<file path="config.mk">
export PLATFORM = sky130hd
export DESIGN_NAME = pipe_ctrl
export DESIGN_NICKNAME = d
export VERILOG_FILES = /design/src/rtl/pipe_pkg.sv /design/src/rtl/pipe_ctrl_stall_enc.sv /design/src/rtl/pipe_ctrl.sv
export SDC_FILE = /design/constraint.sdc
export NUM_CORES = 1
export LEC_CHECK = 0
export CORE_ASPECT_RATIO = 1.2
export CORE_MARGIN = 4
export CORE_UTILIZATION = 33
export CTS_BUF_LIST = sky130_fd_sc_hd__clkbuf_8 sky130_fd_sc_hd__clkbuf_16
export DETAILED_ROUTE_END_ITERATION = 7
export GPL_ROUTABILITY_DRIVEN = 1
export PLACE_DENSITY = 0.75
export RECOVER_POWER = 50
export SKIP_CTS_REPAIR_TIMING = 1
export SLEW_MARGIN = 40
export SYNTH_ARGS = -nofsm -noshare
export SYNTH_HDL_FRONTEND = slang
export SYNTH_SLANG_ARGS = --single-unit
export TNS_END_PERCENT = 50
</file>
<file path="constraint.sdc">
create_clock -name i_clk -period 1.25 [get_ports i_clk]
set_clock_uncertainty 0.2 [all_clocks]
set_input_delay 0.1875 -clock i_clk [delete_from_list [all_inputs] [get_ports i_clk]]
set_output_delay 0.1875 -clock i_clk [all_outputs]
set_load 0.01 [all_outputs]
</file>
<file path="src/rtl/pipe_pkg.sv">
// Shared definitions for the pipeline stall/flush sequencer:
// stage indices, stall-vector constants and the controller state type.
package pipe_pkg;

  // Stage index of each hold bit in the stall vector
  localparam int STG_PC    = 0;
  localparam int STG_IF_ID = 1;
  localparam int STG_ID_EX = 2;
  localparam int STG_EX_MEM = 3;
  localparam int STG_MEM_WB = 4;
  localparam int STG_WB    = 5;

  localparam int STALL_W = 6;

  // A stall request from stage N holds every register up to and including N
  localparam logic [STALL_W-1:0] STALL_NONE = 6'b000000;
  localparam logic [STALL_W-1:0] STALL_IF   = 6'b000011;
  localparam logic [STALL_W-1:0] STALL_ID   = 6'b000111;
  localparam logic [STALL_W-1:0] STALL_EX   = 6'b001111;
  localparam logic [STALL_W-1:0] STALL_MEM  = 6'b011111;

  typedef enum logic [0:0] {
    RUN   = 1'b0,
    FLUSH = 1'b1
  } pipe_ctrl_state_t;

endpackage

</file>
<file path="src/rtl/pipe_ctrl_stall_enc.sv">
// Priority encoder turning per-stage stall requests into a prefix hold
// vector; the deepest requesting stage decides how much of the pipe holds.
module pipe_stall_enc
  import pipe_pkg::*;
(
  input  logic               i_stallreq_if,
  input  logic               i_stallreq_id,
  input  logic               i_stallreq_ex,
  input  logic               i_stallreq_mem,
  output logic [STALL_W-1:0] o_stall
);

  // Deepest stage wins: holding it implies holding everything upstream
  always_comb begin
    o_stall = STALL_NONE;
    if (i_stallreq_mem) begin
      o_stall = STALL_MEM;
    end else if (i_stallreq_ex) begin
      o_stall = STALL_EX;
    end else if (i_stallreq_id) begin
      o_stall = STALL_ID;
    end else if (i_stallreq_if) begin
      o_stall = STALL_IF;
    end else begin
      o_stall = STALL_NONE;
    end
  end

endmodule

</file>
<file path="src/rtl/pipe_ctrl.sv">
// Central stall/flush sequencer for the 5-stage pipeline.
// Stall is combinational from state and requests; flush, redirect and
// new_pc are registered. An accepted exception is followed by
// FLUSH_CYCLES cycles of flush, with redirect on the first of them.
// Optional feature: define PIPE_PERF_CNT_EN to build the stall/flush
// performance counters; otherwise the counter ports are tied to zero.
module pipe_ctrl
  import pipe_pkg::*;
#(
  parameter int ADDR_W       = 32,
  parameter int FLUSH_CYCLES = 1,
  parameter int CNT_W        = 32
) (
  input  logic               i_clk,
  input  logic               i_rst,
  input  logic               i_stallreq_if,
  input  logic               i_stallreq_id,
  input  logic               i_stallreq_ex,
  input  logic               i_stallreq_mem,
  input  logic               i_excp_valid,
  input  logic [ADDR_W-1:0]  i_excp_pc,
  output logic [STALL_W-1:0] o_stall,
  output logic               o_flush,
  output logic               o_redirect,
  output logic [ADDR_W-1:0]  o_new_pc,
  output logic [CNT_W-1:0]   o_stall_cnt,
  output logic [CNT_W-1:0]   o_flush_cnt
);

  localparam int FCNT_W = $clog2(FLUSH_CYCLES + 1);
  localparam logic [FCNT_W-1:0] FCNT_INIT = FCNT_W'(FLUSH_CYCLES - 1);

  pipe_ctrl_state_t    r_state;
  pipe_ctrl_state_t    w_state_nxt;
  logic [FCNT_W-1:0]   r_fcnt;
  logic [FCNT_W-1:0]   w_fcnt_nxt;
  logic                r_flush;
  logic                w_flush_nxt;
  logic                r_redirect;
  logic                w_redirect_nxt;
  logic [ADDR_W-1:0]   r_new_pc;
  logic [ADDR_W-1:0]   w_new_pc_nxt;
  logic [STALL_W-1:0]  w_enc_stall;
  logic [STALL_W-1:0]  w_stall;

  pipe_stall_enc u_stall_enc (
    .i_stallreq_if  (i_stallreq_if),
    .i_stallreq_id  (i_stallreq_id),
    .i_stallreq_ex  (i_stallreq_ex),
    .i_stallreq_mem (i_stallreq_mem),
    .o_stall        (w_enc_stall)
  );

  // Next-state, flush sequencing and the combinational stall vector
  always_comb begin
    w_state_nxt    = r_state;
    w_fcnt_nxt     = r_fcnt;
    w_flush_nxt    = 1'b0;
    w_redirect_nxt = 1'b0;
    w_new_pc_nxt   = r_new_pc;
    w_stall        = STALL_NONE;
    case (r_state)
      RUN: begin
        if (i_excp_valid) begin
          // Exception outranks stalls so the flush starts on time
          w_stall        = STALL_NONE;
          w_state_nxt    = FLUSH;
          w_fcnt_nxt     = FCNT_INIT;
          w_flush_nxt    = 1'b1;
          w_redirect_nxt = 1'b1;
          w_new_pc_nxt   = i_excp_pc;
        end else begin
          w_stall     = w_enc_stall;
          w_state_nxt = RUN;
        end
      end
      FLUSH: begin
        // Requests and further exceptions are ignored while flushing
        if (r_fcnt == {FCNT_W{1'b0}}) begin
          w_state_nxt = RUN;
        end else begin
          w_fcnt_nxt  = r_fcnt - FCNT_W'(1);
          w_flush_nxt = 1'b1;
        end
      end
      default: begin
        w_state_nxt = RUN;
      end
    endcase
  end

  // State, flush counter and registered flush/redirect outputs
  always_ff @(posedge i_clk) begin
    if (i_rst) begin
      r_state    <= RUN;
      r_fcnt     <= {FCNT_W{1'b0}};
      r_flush    <= 1'b0;
      r_redirect <= 1'b0;
      r_new_pc   <= {ADDR_W{1'b0}};
    end else begin
      r_state    <= w_state_nxt;
      r_fcnt     <= w_fcnt_nxt;
      r_flush    <= w_flush_nxt;
      r_redirect <= w_redirect_nxt;
      r_new_pc   <= w_new_pc_nxt;
    end
  end

  assign o_stall    = w_stall;
  assign o_flush    = r_flush;
  assign o_redirect = r_redirect;
  assign o_new_pc   = r_new_pc;

`ifdef PIPE_PERF_CNT_EN
  logic [CNT_W-1:0] r_stall_cnt;
  logic [CNT_W-1:0] r_flush_cnt;

  // Free-running wrap-around counters, cleared only by reset
  always_ff @(posedge i_clk) begin
    if (i_rst) begin
      r_stall_cnt <= {CNT_W{1'b0}};
      r_flush_cnt <= {CNT_W{1'b0}};
    end else begin
      if (w_stall != STALL_NONE) begin
        r_stall_cnt <= r_stall_cnt + CNT_W'(1);
      end
      if ((r_state == RUN) && i_excp_valid) begin
        r_flush_cnt <= r_flush_cnt + CNT_W'(1);
      end
    end
  end

  assign o_stall_cnt = r_stall_cnt;
  assign o_flush_cnt = r_flush_cnt;
`else
  assign o_stall_cnt = {CNT_W{1'b0}};
  assign o_flush_cnt = {CNT_W{1'b0}};
`endif

endmodule

</file>
==> impl_metrics.ini <==
[run_status]
outcome = finished, violations left
violations = setup timing

[sta]
final_max_slew_viol_count = 0
timing.hold.ws_ns = 0.265
layout_setup_ws_ns = -0.248
period_minus_slack_ns = 1.50
min_period_over_period = 1.20
finalHoldViolations = 0
rsz0062_at_grt = yes
finalSetupViolCount = 38
fmax_ghz = 0.668

[worst_setup_path]
slowest_delay_ns = 0.36
cpMostUsedCell = buf_8
critPathCaptureType = register
worstPathCellList = buf_8, buf_8, and2b_4, buf_12, o21ai_1
crit_type = register to register
reg2reg_from = o_redirect
critPathLaunchType = register
cp_slowest_cell = dfxtp_4
critPathBufInv = 3
worst-r2r-cell-count = 5
critPathTopFamily = buffers and inverters
cp_data_arrival_time_ns = 1.47
cp_max_fo = 15
worstPathRequired_ns = 1.22
r2r_setup_slack_ns = -0.25
r2r_end = o_new_pc[10]

[drt]
routed_wirelength_um = 5150
drc_errors = 0
ant_nets = 0
drtIter0Drc = 64
viasPerCell = 4.20
vias = 1650
post_drt_wl_per_cell_um = 13.1
firstDrtPassIters = 4

[layout]
drive_gt1_frac = 0.240
fin_util = 0.490
layout.cells.non_filler = 393
num-nets-final = 346
num_antenna_cells = 0
nFillCells = 601
area_delta_synth_final_pct = 45.8

[pwr]
p_per_area_nw_per_um2 = 885
p_sw_frac = 0.277
ir_drop_v = 0.000596
intPower_mw = 2.01
sequentialPowerShare = 0.414
p_leak_nw = 1.77
pwr-share-clk = 0.317
netSwitchingPower_mw = 0.769
combPwrFrac = 0.269

[yosys]
yosysTopAreaCellShare = 0.307
yosysTopAreaCell = dfxtp_1
ys_warn_count = 0
synth_edf_count = 0
synth.most_common_cell = buf_4
syn_area_per_cell_um2 = 9.70
synth_cell_types = 16
ys_top_cells_by_area = dfxtp_1, buf_4, nand4bb_1
ys_seq_area_frac = 0.307
synthCells = 222
ys_seq_elements = 33
synthTopCellsByCount = buf_4, dfxtp_1, nand2b_1, nand4bb_1, o21ai_2
syn_area_um2 = 2150
synth_flop_cell = dfxtp_1
synthArstFlopShare = 0

[global_routing]
grt_max_degree = 66
antenna_found_initial = 0
grt_use_total = 0.116
grt_overflow = 0
grt_pass1_wl_um = 7160
first_global_vias = 1484

[floorplan]
initial_core_util = 0.336
rows = 32
die_w_um = 81.7
core_um2 = 6410
io_pins = 143
die_h_um = 96.5
dieArea_um2 = 7890

[clock_tree]
clkTransAtPathRegs_ns = 0.07
htreeDepth = 2
clkLatencyLatePin_ns = 0.28
cts_buffer_depth = 2
numCtsBuffers = 5
clock_sinks = 33
cts_root_buf = clkbuf_8
cts_tree = built

[placement]
dp_hpwl_um = 3530
io_buffer_count = 77
place_inst = 378
place.gp.congestion = 0.680

[hold_path]
hold_path_class = register to register
whs_endpoint = o_new_pc[11]
hold_depth = 2
min_from = o_new_pc[11]

[job]
cap_violations = 0
==> worst reg2reg max path: stages, from the launching register on <==
cell     delay [ns]
dfxtp_4        0.36
buf_8          0.14
buf_8          0.13
and2b_4        0.31
buf_12         0.18
o21ai_1        0.09
==> cell usage in the layout, fill, tap and decap left out, types with 2 or more instances in the layout <==
master	instances
buf_8	2
buf_4	11
clkbuf_16	2
nor3_2	2
dlymetal6s2s_1	37
buf_2	5
nand2b_1	32
o21ai_2	30
nor3_4	2
clkdlybuf4s50_1	33
clkbuf_8	7
o21ai_1	2
nand4bb_1	32
buf_12	3
dfxtp_1	32
buf_6	4
conb_1	65
==> routing by layer <==
metal,GRT usage,up-vias,part of all wire
li1,-,798,-
met1,0.133,757,0.36
met2,0.202,90,0.52
met3,0.0371,5,0.11
met4,0.0374,0,0.010
met5,0,-,0
==> cell type report <==
| cell class | instances | area (um^2) | area share |
|---|---|---|---|
| well taps | 85 | 106 | 0.0339 |
| repair buffers | 97 | 1090 | 0.346 |
| clock buffers | 7 | 96.3 | 0.0307 |
| clock inverters | 1 | 5.00 | 0.00159 |
| multi-input cells | 170 | 1180 | 0.376 |
| flip-flops and latches | 33 | 664 | 0.212 |
==> power groups by stage <==
stage	Combinational, mW	Clock [mW]	Sequential (mW)
6_report	0.748	0.881	1.15
5_1_grt	0.809	0.971	1.16
4_1_cts	0.716	0.925	1.16
3_5_place_dp	0.714	0	1.18
3_3_place_gp	0.707	0	1.18
2_1_floorplan	0.494	0	1.21
==> state kept, by name (all words and copies together) (netlist names) <==
name,flops
o_new_pc,32
o_redirect,1
==> worst max-delay path by stage <==
stage / start / endpoint / slack, ns / cells after the start
after detailed placement: i_stallreq_ex / o_stall[2] / -0.73 / 5
after floorplan: o_redirect / o_stall[1] / -0.007 / 3
after global placement: i_stallreq_ex / o_stall[1] / -0.68 / 5
after CTS: i_stallreq_ex / o_stall[2] / -0.73 / 5
final: o_redirect / o_new_pc[10] / -0.25 / 5
after global routing: o_redirect / o_new_pc[10] / -0.30 / 5
==> cells by family (layout without fill, tap and decap cells) <==
logic type	Yosys count	in the layout	synth area share
AOI/OAI and AO/OA	32	32	0.127
and+or+nand+nor	73	73	0.285
buffers and inverters	83	105	0.279
DFF	33	33	0.307
other	1	65	0.00174
==> metrics by stage <==
step | TNS [ns] | instance area [um^2] | power (mW) | worst slack [ns]
detailed placement | -22.30 | 2820 | 1.90 | -0.729
floorplan | -0.00675 | 2420 | 1.70 | -0.00675
global route | -9.79 | 3140 | 2.94 | -0.300
global placement | -21.55 | 2820 | 1.89 | -0.681
finish | -8.02 | 3140 | 2.78 | -0.248
CTS | -22.86 | 2920 | 2.80 | -0.729
No activity file was read; power rests on OpenSTA's default activity.
